## src/rtl/io_ctrl_if.sv

```systemverilog
// Control-unit side of the user I/O block: input-instruction request/capture
// and output-instruction strobe/acknowledge.
interface io_ctrl_if #(
  parameter int DATA_W = 32
) ();
  // req_in is a level held while the control unit waits; in_valid pulses once
  // with in_data stable. req_out is a one-cycle strobe with out_data; out_ack
  // pulses the following cycle. Neither side applies backpressure.
  logic              req_in;
  logic [DATA_W-1:0] in_data;
  logic              in_valid;
  logic              req_out;
  logic [DATA_W-1:0] out_data;
  logic              out_ack;

  modport master (
    output req_in,
    output req_out,
    output out_data,
    input  in_data,
    input  in_valid,
    input  out_ack
  );

  modport slave (
    input  req_in,
    input  req_out,
    input  out_data,
    output in_data,
    output in_valid,
    output out_ack
  );
endinterface

```

## src/rtl/io_ctrl.sv

```systemverilog
// User I/O sequencer: synchronises and debounces the enter button for the
// `in` instruction and latches `out` data into the display register.
module io_ctrl #(
  parameter int DATA_W     = 32,
  parameter int SW_W       = 16,
  parameter int DEB_CYCLES = 4
) (
  input  logic              clk,
  input  logic              rst,
  io_ctrl_if.slave          cu,
  input  logic [SW_W-1:0]   switches,
  input  logic              enter,
  output logic              waiting,
  output logic [DATA_W-1:0] display,
  output logic [1:0]        state_dbg
);

  localparam logic [1:0] IDLE         = 2'd0;
  localparam logic [1:0] WAIT_PRESS   = 2'd1;
  localparam logic [1:0] DEBOUNCE     = 2'd2;
  localparam logic [1:0] WAIT_RELEASE = 2'd3;

  localparam int              CNT_W    = $clog2(DEB_CYCLES) + 1;
  localparam logic [CNT_W-1:0] CNT_LAST = CNT_W'(DEB_CYCLES - 1);

  logic             s1;
  logic             s2;
  logic [1:0]       state;
  logic [CNT_W-1:0] cnt;

  assign waiting   = (state == WAIT_PRESS) || (state == DEBOUNCE);
  assign state_dbg = state;

  always_ff @(posedge clk) begin
    if (rst) begin
      s1          <= 1'b0;
      s2          <= 1'b0;
      state       <= IDLE;
      cnt         <= '0;
      cu.in_data  <= '0;
      cu.in_valid <= 1'b0;
    end else begin
      s1          <= enter;
      s2          <= s1;
      cu.in_valid <= 1'b0;
      case (state)
        IDLE: begin
          if (cu.req_in) state <= WAIT_PRESS;
        end
        WAIT_PRESS: begin
          if (!cu.req_in) begin
            state <= IDLE;
          end else if (s2) begin
            state <= DEBOUNCE;
            cnt   <= '0;
          end
        end
        DEBOUNCE: begin
          if (!cu.req_in) begin
            state <= IDLE;
          end else if (!s2) begin
            state <= WAIT_PRESS;
            cnt   <= '0;
          end else if (cnt == CNT_LAST) begin
            state       <= WAIT_RELEASE;
            cu.in_data  <= DATA_W'(switches);
            cu.in_valid <= 1'b1;
          end else begin
            cnt <= cnt + CNT_W'(1);
          end
        end
        // A held button must be released before another press is accepted.
        WAIT_RELEASE: begin
          if (!s2) state <= IDLE;
        end
        default: state <= IDLE;
      endcase
    end
  end

  // Output path runs independently of the input FSM.
  always_ff @(posedge clk) begin
    if (rst) begin
      display    <= '0;
      cu.out_ack <= 1'b0;
    end else if (cu.req_out) begin
      display    <= cu.out_data;
      cu.out_ack <= 1'b1;
    end else begin
      cu.out_ack <= 1'b0;
    end
  end

endmodule

```

## src/flat_wrapper.sv

```systemverilog
// flat-port wrapper written by rule: the top's interface ports become plain ports
module io_ctrl_flat 
#(
  parameter int DATA_W     = 32,
  parameter int SW_W       = 16,
  parameter int DEB_CYCLES = 4
)
  (clk, rst, switches, enter, waiting, display, state_dbg, cu_req_in, cu_req_out, cu_out_data, cu_in_data, cu_in_valid, cu_out_ack);
  io_ctrl_if #(.DATA_W(DATA_W)) cu_i ();
  input  logic clk;
  input  logic rst;
  input  logic [SW_W-1:0] switches;
  input  logic enter;
  output logic waiting;
  output logic [DATA_W-1:0] display;
  output logic [1:0] state_dbg;
  input wire logic [$bits(cu_i.req_in)-1:0] cu_req_in;
  input wire logic [$bits(cu_i.req_out)-1:0] cu_req_out;
  input wire logic [$bits(cu_i.out_data)-1:0] cu_out_data;
  output wire logic [$bits(cu_i.in_data)-1:0] cu_in_data;
  output wire logic [$bits(cu_i.in_valid)-1:0] cu_in_valid;
  output wire logic [$bits(cu_i.out_ack)-1:0] cu_out_ack;
  assign cu_i.req_in = cu_req_in;
  assign cu_i.req_out = cu_req_out;
  assign cu_i.out_data = cu_out_data;
  assign cu_in_data = cu_i.in_data;
  assign cu_in_valid = cu_i.in_valid;
  assign cu_out_ack = cu_i.out_ack;
  io_ctrl #(.DATA_W(DATA_W), .SW_W(SW_W), .DEB_CYCLES(DEB_CYCLES)) u_core (.clk(clk), .rst(rst), .cu(cu_i), .switches(switches), .enter(enter), .waiting(waiting), .display(display), .state_dbg(state_dbg));
endmodule
```

## config.mk

```make
export PLATFORM = sky130hd
export DESIGN_NAME = io_ctrl_flat
export DESIGN_NICKNAME = d
export VERILOG_FILES = /design/src/rtl/io_ctrl_if.sv /design/src/rtl/io_ctrl.sv /design/src/flat_wrapper.sv
export SDC_FILE = /design/constraint.sdc
export NUM_CORES = 1
export LEC_CHECK = 0
export BUFFER_PORTS_ARGS = -buffer_cell sky130_fd_sc_hd__buf_4
export CORE_UTILIZATION = 40
export CTS_CLUSTER_SIZE = 24
export DETAILED_ROUTE_END_ITERATION = 8
export PLACE_DENSITY = 0.75
export SETUP_SLACK_MARGIN = 0.02
export SLEW_MARGIN = 20
export SYNTH_ARGS = -nofsm -noshare
export SYNTH_HDL_FRONTEND = slang
export SYNTH_SLANG_ARGS = --single-unit
```

## constraint.sdc

```tcl
create_clock -name clk -period 1.4 [get_ports clk]
set_input_delay 0.07 -clock clk [delete_from_list [all_inputs] [get_ports clk]]
set_output_delay 0.07 -clock clk [all_outputs]
set_load 0.01 [all_outputs]
```

==> run metrics, run 1 <==
status=complete, no violations; Leak Pwr=1.81 nW; main flop type after synthesis=dfxtp_1; min-delay worst type=primary input to register; full die area=0.00617 mm^2; Startpoint Class=register; clock slew at reported path FFs=60 ps; Crit path largest cell delay=370 ps; Critical-path top delay cell=dfxtp_4; RSZ-0062 raised after global routing=true; H-tree depth=3; Port Buffers=105; I/O Pins=122; Synth Instances=245; cell chain of the critical path=inv_4 > ha_4 > nand3_2 > o2111a_1 > mux2_4; Worst EP arrival=1590 ps; initial antenna violation count=0; worst vdd ir=0.000808 V; Ant. Diodes=0; final antenna-violating net count=0; Seq/Total Area, Yosys=48.7%; max_slew headroom=63.4%; Num CTS Buffers=9; Post-route DRC=0; number of synthesized register bits=57; sequential share of power=44.4%; worst skew pair latency=330 ps; EDFF count, synth=0; GRT Residual Overflow=0; Rows=27; worst path required time=1610 ps; Final Cycle Share=98.9%; syn avg cell area=9.57 um^2; Total Routing Usage GR=20.1%; final net count=458; routability cong.=0.704; Max Slew Vio Count=0; Crit Path Max Fanout=6; chip width=78.6 um; CTS tree=done; layout cell share with drive strength beyond 1=37.3%; # Max-Cap Violations=0; achievable frequency=722 MHz; global-route wire length before repair=9510 um; Tmin final=1380 ps; Clock Tree Buf Depth=2; Power Density=1010 mW/mm^2; DR WL/cell=13.4 um; number of global-route vias before repair=2,079; clock power share=38.4%; CTS root buf=clkbuf_8; die height=78.6 um; final count of negative-setup-slack endpoints=0; Ys Warns=0; endpoint type of the worst setup path=register; utilization after layout=70.0%; Yosys cell types=27; Area Growth Syn to Fin=66.4%; HPWL after detailed placement=3630 um; WS Path Type=register to register; Logic pwr share=17.2%; vias per inst=4.51; Worst Max-Slew Pin Slew=549 ps; core area=0.00557 mm^2; Net Sw Frac=24.9%; flop-to-flop setup slack=20 ps; final WL=6330 um; First DRT Iteration DRCs=39; Initial Util=42.1%; CTS sink count=57; FFs w/ async S/R, synth=0%; DR vias=2,136; DRT Pass-1 Iters=4; crit-path leading delay family=flip-flops; Bufs and invs on worst path=1; WHS=6.49 ps; largest net degree at the start of global routing=34; Syn Std Cell Area=0.00234 mm^2; net load switching power=0.000978 W; Max Clock Skew=8.57 ps; P_int=0.00295 W; final hold vios=0
worst reg2reg max path: cells and delay by family (launching register included):
| kind | cells | cell delay, ps |
|---|---|---|
| adder cells (fa/ha/maj) | 1 | 160 |
| multiplexers | 1 | 300 |
| AND/OR/NAND/NOR | 1 | 70 |
| flip-flops | 1 | 370 |
| AO/OA/AOI/OAI | 1 | 290 |
| buffers and inverters | 1 | 80 |
logic make-up (layout without fill, tap and decap cells):
logic type,Yosys count,count (layout),synth area share (%)
flip-flops,57,57,48.7
adder cells (fa/ha/maj),8,8,4.27
AND/OR/NAND/NOR,85,85,15.7
AO/OA/AOI/OAI,21,21,5.12
buffers and inverters,36,178,10.1
other,1,16,0.160
multiplexers,37,37,15.9
synthesized netlist by cell type, types with 4 or more instances:
| cell | count | area share, % |
|---|---|---|
| nor2_1 | 34 | 5.4 |
| buf_4 | 18 | 5.8 |
| ha_1 | 8 | 4.3 |
| dfxtp_1 | 57 | 49 |
| mux2i_1 | 35 | 15 |
| buf_2 | 10 | 2.1 |
| nand2_1 | 34 | 5.4 |
| a21oi_1 | 18 | 3.8 |
| nand2b_1 | 4 | 1.1 |
what timing repair did:
action | in CTS | in global routing
endpoints found under the hold margin | 46 | 0
hold buffers | 46 | 0
setup buffers | 0 | 1
gates cloned | 0 | 1
setup endpoints to repair | 5 | 17
pin swaps | 2 | 4
resized for setup | 6 | 16
power by group through the flow:
stage	registers [W]	logic, W	clock network [W]
after detailed placement	0.00178	0.000540	0
after CTS	0.00174	0.000647	0.00153
after floorplan	0.00180	0.000285	0
after global placement	0.00177	0.000532	0
after global routing	0.00175	0.000727	0.00163
final	0.00175	0.000676	0.00151
registers in the layout, indices dropped and copies added, names as in the netlist:
register,cells
u_core.cu.in_data,16
u_core.display,32
u_core.s2,1
u_core.cu.out_ack,1
u_core.s1,1
u_core.cu.in_valid,1
u_core.cnt,3
u_core.state_dbg,2
path summary, 6_finish.rpt:
check	endpoint	cells after the start	startpoint
worst min register to register	u_core.s2	1	u_core.s1
worst max register to register	u_core.state_dbg[0]	5	u_core.state_dbg[0]
worst min-delay path	u_core.display[11]	3	cu_out_data[11]
worst max-delay path	u_core.state_dbg[0]	5	u_core.state_dbg[0]
metal layers:
metal | track usage (%) | share of wire (%) | vias up
li1 | - | - | 1081
met1 | 20.7 | 39 | 964
met2 | 38.0 | 54 | 80
met3 | 4.42 | 5.1 | 11
met4 | 9.63 | 1.9 | 0
met5 | 0 | 0 | -
layout by cell type (no fill, tap or decap), drive strengths merged, types with 2 or more instances in the layout:
| master | instances |
|---|---|
| a21oi | 18 |
| buf | 112 |
| clkbuf | 12 |
| clkinv | 2 |
| clkinvlp | 2 |
| conb | 16 |
| dfxtp | 57 |
| dlygate4sd3 | 46 |
| ha | 8 |
| inv | 3 |
| mux2 | 2 |
| mux2i | 35 |
| nand2 | 34 |
| nand2b | 4 |
| nand3 | 3 |
| nor2 | 34 |
| nor2b | 3 |
final cells by class:
| class | count | area, um^2 |
|---|---|---|
| well taps | 72 | 90.1 |
| repair buffers | 159 | 1350 |
| flip-flops and latches | 57 | 1150 |
| multi-input cells | 167 | 1100 |
| clock buffers | 11 | 141 |
| fillers | 393 | 1670 |
| clock inverters | 5 | 55.1 |
| inverters | 3 | 13.8 |
stage by stage:
stage,area (um^2),total power (W),setup slack [ps],instances,TNS (ps)
after floorplan,2430,0.00209,7.52,260,0
after global placement,3140,0.00230,41.9,410,0
after detailed placement,3140,0.00232,-8.33,410,-8.33
after CTS,3810,0.00392,20.1,472,0
after global routing,3900,0.00410,-25.3,474,-41.5
final,3900,0.00393,15.7,474,0
Note: power is estimated with default switching activity, not from simulation.
==> run 2, diff against run 1 <==
- CAP_MARGIN: unset -> 20
- PLACE_DENSITY: 0.75 -> unset
- PLACE_DENSITY_LB_ADDON: unset -> 0.2
==> run 2 against run 1 <==
  * The run now ends with negative setup slack left
  * Worst setup slack got worse by 27 ps
  * Sequential cell count is the same
  * First-iteration DRC count increased by 44%
  * Largest cell class unchanged
  * Critical endpoint is now u_core.cnt[2]
  * Global-route usage down 0.44 points
  * Sequential share of layout area is 1.2 points lower
==> run metrics, run 2 (synthesis results as in run 1) <==
Port Buffers=105 (unchanged); I/O Pins=122 (unchanged); hold path start=switches[0]; layout cell share with drive strength beyond 1=41.3% (+4.0 points); utilization after layout=73.0% (+2.9 points); Crit. Startpoint=u_core.state_dbg[1]; number of global-route vias before repair=2,119 (+1.9%); DR WL/cell=13.5 um (+0.91%); Final Cycle Share=101% (+1.9 points); Max Clock Skew=6.06 ps (-2.51 ps); Tmin final=1410 ps (+26.9 ps); CTS tree=done; Clock Tree Buf Depth=2 (unchanged); Largest regs=u_core.display: 32 flops, u_core.cu.in_data: 16 flops, u_core.cnt: 3 flops; WS Path Type=register to register; GRT Residual Overflow=0 (unchanged); max_slew headroom=62.2% (-1.2 points); final hold vios=0 (unchanged); reg2reg path depth=5 (unchanged); Rows=27 (unchanged); Num CTS Buffers=9 (unchanged); DRT Pass-1 Iters=4 (unchanged); # Max-Cap Violations=0 (unchanged); global-route wire length before repair=9380 um (-1.3%); DP Worst Slack=-37.6 ps (-29.3 ps); flop-to-flop setup slack=-10 ps (-30 ps); Max Slew Vio Count=0 (unchanged); Worst R2R Start=u_core.state_dbg[1]; HPWL after detailed placement=3480 um (-4.2%); final antenna-violating net count=0 (unchanged); final net count=463 (+1.1%); min-delay worst type=primary input to register; RSZ-0062 raised after global routing=true; Worst EP arrival=1630 ps (+40 ps); core area=0.00557 mm^2 (unchanged); achievable frequency=709 MHz (-1.9%); routability cong.=0.756 (+7.4%); final count of negative-setup-slack endpoints=1 (+1); Power Density=1050 mW/mm^2 (+4.7%); die height=78.6 um (unchanged); Crit path largest cell delay=370 ps (about the same); Top reg by flops=u_core.display; chip width=78.6 um (unchanged); Area Growth Syn to Fin=73.4%; final setup margin=-11.2 ps (-26.9 ps); status=finished, violations left; largest net degree at the start of global routing=35 (+2.9%); vias per inst=4.72 (+4.7%); number of flip-flops in the largest register=32 (unchanged); failing checks=negative setup slack; H-tree depth=3 (unchanged); Worst Max-Slew Pin Slew=567 ps (+17.4 ps); Startpoint Class=register; Total Routing Usage GR=19.7% (-0.44 points); full die area=0.00617 mm^2 (unchanged); area of placed instances=0.00314 mm^2 (-0.24%); final WL=6460 um (+2.0%); Fin Setup TNS=-11.2 ps (-11.2 ps); DR vias=2,259 (+5.8%); CTS root buf=clkbuf_8; hold depth=3 (unchanged); CTS sink count=57 (unchanged); worst skew pair latency=320 ps (about the same); Post-route DRC=0 (unchanged); most frequent cells in the layout=buf_4 (113), dfxtp_1 (53), dlygate4sd3_1 (46), mux2i_1 (35), nor2_1 (34); Ant. Diodes=0 (unchanged); commonest non-fill, non-tap cell in the layout=buf_4; Reg-to-Reg End=u_core.cnt[2]; worst vdd ir=0.000813 V (+0.68%); Worst Hold End=u_core.cu.in_data[0]; worst path required time=1620 ps (about the same); Critical-path top delay cell=dfxtp_4; Leak Pwr=1.87 nW (+3.3%); First DRT Iteration DRCs=56 (+44%); Initial Util=42.1% (unchanged); initial antenna violation count=0 (unchanged); cell chain of the critical path=inv_2 > ha_2 > mux2_4 > a311o_1 > o41ai_1; endpoint type of the worst setup path=register; Crit Path Max Fanout=5 (-1); Finished Cell Area=0.00407 mm^2 (+4.2%); clock slew at reported path FFs=60 ps (about the same)
## run 2: worst max-delay path, delay by kind of cell (launching register included)
family,cells,cell delay (ps)
muxes,1,330
DFF,1,370
adders and majority gates,1,210
buffers and inverters,1,80
AOI/OAI and AO/OA,2,330
## run 2: per-layer routing
layer | global-route usage [%] | vias to the layer above | share of wire [%]
met5 | 0 | - | 0
met3 | 4.77 | 15 | 5.1
met4 | 10.2 | 0 | 2.2
li1 | - | 1088 | -
met2 | 36.0 | 79 | 53
met1 | 20.7 | 1077 | 39
## run 2: worst max-delay path by stage
stage / endpoint / slack (ps) / cells past startpoint
floorplan: u_core.state_dbg[0] / 8 / 6
finish: u_core.cnt[2] / -10 / 5
global route: u_core.cnt[2] / -80 / 6
global placement: u_core.cnt[2] / 8 / 5
CTS: u_core.state_dbg[1] / 0.9 / 4
detailed placement: u_core.cnt[2] / -40 / 5
## run 2: stage by stage
step	power [W]	hold slack (ps)	cells
2_1_floorplan	0.00209	198	260
3_3_place_gp	0.00230	281	409
3_5_place_dp	0.00231	293	409
4_1_cts	0.00429	1.33	474
5_1_grt	0.00446	13.5	479
6_report	0.00429	15.2	479
## run 2: final cells by class
type | instances | area, um^2
Clock buffer | 11 | 141
Fill cell | 412 | 1510
Timing Repair Buffer | 164 | 1390
Inverter | 3 | 13.8
Tap cell | 72 | 90.1
Sequential cell | 57 | 1150
Clock inverter | 5 | 103
Multi-Input combinational cell | 167 | 1180
## run 2: what timing repair did
action                     in CTS  in global routing
hold endpoints to repair       46                  0
hold buffers                   46                  0
pin swaps                       1                 17
resized for setup               5                 37
buffers inserted                3                  3
cloned                          0                  2
setup endpoints to repair      10                 21
## run 2: power breakdown
group,internal [W],switching (W)
logic,0.000399,0.000277
clock network,0.00123,0.000642
registers,0.00169,0.0000479
==> run 3, diff against run 2 <==
- CORE_MARGIN: unset -> 8
==> run 3 against run 2 <==
  * The run now ends clean
  * Design area down 4.2%
  * Global-route usage decreased by 4.0 points
  * Count of clock-buffer cells in the layout increased by 1
  * Total power decreased by 12%
  * Highest routed layer unchanged
  * Clock skew barely moved
  * Core utilization decreased by 5.5 points
  * Sequential share of layout area is 1.1 points higher
  * Via count down 5.9%
  * Critical path depth is the same
  * Die area up 39%
  * Register-to-register slack better by 30 ps
  * Largest power group is now sequential cells
  * Fmax is 2.0% higher
==> run metrics, run 3 (synthesis results as in run 1) <==
dpl cells=414 (+1.2%); initial antenna violation count=0 (unchanged); final hold vios=0 (unchanged); I/O Pins=122 (unchanged); HPWL after detailed placement=4250 um (+22%); Clock Tree Buf Depth=2 (unchanged); CTS root buf=clkbuf_8; chip width=92.6 um (+18%); CTS sink count=57 (unchanged); reg2reg path depth=5 (unchanged); Max Slew Vio Count=0 (unchanged); DR WL/cell=14.0 um (+3.9%); number of flip-flops in the largest register=32 (unchanged); commonest non-fill, non-tap cell in the layout=buf_4; Port Buffers=105 (unchanged); vias per inst=4.43 (-6.1%); flop-to-flop setup slack=20 ps (+30 ps); H-tree depth=3 (unchanged); First DRT Iteration DRCs=51 (-8.9%); P_int=0.00286 W (-14%); Leak Pwr=1.83 nW (-2.0%); hold path start=cu_req_in; Crit Path Max Fanout=3 (-2); cell chain of the critical path=buf_4 > ha_1 > nand2_1 > o2111a_1 > mux2_4; Tmin final=1380 ps (-27.0 ps); # Max-Cap Violations=0 (unchanged); Area Growth Syn to Fin=66.2%; Worst EP arrival=1590 ps (-40 ps); Logic pwr share=17.8% (+2.0 points); global-route wire length before repair=10,800 um (+15%); Worst Hold End=u_core.cu.in_valid; status=complete, no violations; full die area=0.00857 mm^2 (+39%); Reg-to-Reg End=u_core.state_dbg[0]; most frequent cells in the layout=buf_4 (111), dfxtp_1 (54), dlygate4sd3_1 (49), mux2i_1 (35); final std cells w/o fill=480 (+0.21%); DP Worst Slack=-39.6 ps (-1.99 ps); Worst R2R Start=u_core.state_dbg[1]; Startpoint Class=register; net load switching power=0.000931 W (-3.7%); Crit path largest cell delay=340 ps (-30 ps); clock slew at reported path FFs=60 ps (about the same); core area=0.00578 mm^2 (+3.7%); Final Cycle Share=98.9% (-1.9 points); routability cong.=0.729 (-3.6%); Top reg by flops=u_core.display; RSZ-0062 raised after global routing=true; Post-route DRC=0 (unchanged); Max Clock Skew=5.58 ps (-0.485 ps); min-delay worst type=primary input to register; crit-path leading delay family=flip-flops; Initial Util=40.6% (-1.5 points); final antenna-violating net count=0 (unchanged); Largest regs=u_core.display: 32 flops, u_core.cu.in_data: 16 flops, u_core.cnt: 3 flops; endpoint type of the worst setup path=register; achievable frequency=722 MHz (+2.0%); WS Path Type=register to register; GRT Residual Overflow=0 (unchanged); clock power share=36.2% (-7.4 points); Power Density=974 mW/mm^2 (-7.7%); final count of negative-setup-slack endpoints=0 (-1); Ant. Diodes=0 (unchanged); Critical-path top delay cell=dfxtp_2; DRT Pass-1 Iters=4 (unchanged); DR vias=2,126 (-5.9%); Net Sw Frac=24.6% (+2.0 points); worst skew pair latency=320 ps (about the same); layout cell share with drive strength beyond 1=36.3% (-5.0 points); Bufs and invs on worst path=1 (unchanged); number of global-route vias before repair=2,173 (+2.5%); final WL=6720 um (+4.1%); Num CTS Buffers=9 (unchanged); hold depth=3 (unchanged); worst path required time=1610 ps (about the same); die height=92.6 um (+18%); final setup margin=15.8 ps (+27.0 ps); # fillers=461 (+12%); Rows=28 (+3.7%); sequential share of power=46.0% (+5.4 points); final net count=462 (-0.22%); CTS tree=done; Total Routing Usage GR=15.7% (-4.0 points); largest net degree at the start of global routing=38 (+8.6%); worst vdd ir=0.000689 V (-15%)
-- run 3: what timing repair did --
item                                   CTS  global route
hold buffers                            49             0
setup endpoints to repair                7            21
setup buffers                            2             0
resized for setup                        5             6
endpoints found under the hold margin   49             0
pin swaps                                1             2
-- run 3: cell type report --
type / instances / area (um^2) / share of cell area, %
Timing Repair Buffer: 163 / 1380 / 35.3
Inverter: 3 / 13.8 / 0.353
Tap cell: 75 / 93.8 / 2.41
Clock buffer: 12 / 165 / 4.24
Multi-Input combinational cell: 167 / 1090 / 27.9
Clock inverter: 3 / 15.0 / 0.385
Sequential cell: 57 / 1150 / 29.4
-- run 3: worst max path at each step --
stage	startpoint	endpoint	slack [ps]	depth (start not counted)
2_1_floorplan	u_core.state_dbg[0]	u_core.state_dbg[0]	8	6
3_3_place_gp	u_core.state_dbg[1]	u_core.cnt[2]	30	5
3_5_place_dp	u_core.state_dbg[1]	u_core.cnt[2]	-40	5
4_1_cts	u_core.state_dbg[1]	u_core.cnt[2]	5	5
5_1_grt	u_core.state_dbg[0]	u_core.state_dbg[1]	-30	5
6_report	u_core.state_dbg[1]	u_core.state_dbg[0]	20	5
-- run 3: power by group through the flow --
| stage | Combinational (W) | Clock [W] | Sequential (W) |
|---|---|---|---|
| floorplan | 0.000285 | 0 | 0.00180 |
| global placement | 0.000547 | 0 | 0.00177 |
| detailed placement | 0.000551 | 0 | 0.00177 |
| CTS | 0.000669 | 0.00143 | 0.00174 |
| global route | 0.000736 | 0.00149 | 0.00175 |
| finish | 0.000676 | 0.00137 | 0.00174 |
-- run 3: tightest hold or removal path, cell delays in order --
cell and delay [ps]:
buf_4 150, nand3_2 80, nor3b_1 40
-- run 3: metal layers --
metal	routed length (um)	share of wire [%]	global-route usage (%)
met5	0	0	0
met4	127	1.9	7.38
met3	543	8.1	5.99
met2	3450	51	26.7
met1	2600	39	16.9
-- run 3: per-stage QoR --
| stage | util, % | hold slack [ps] | setup TNS [ps] | area (um^2) | power [W] |
|---|---|---|---|---|---|
| 5_1_grt | 67.4 | 60.6 | -125 | 3900 | 0.00398 |
| 6_report | 67.4 | 64.8 | 0 | 3900 | 0.00379 |
| 3_5_place_dp | 54.8 | 286 | -87.7 | 3170 | 0.00232 |
| 3_3_place_gp | 54.8 | 286 | 0 | 3170 | 0.00232 |
| 4_1_cts | 67.0 | 41.7 | 0 | 3870 | 0.00384 |
| 2_1_floorplan | - | 198 | 0 | 2430 | 0.00209 |
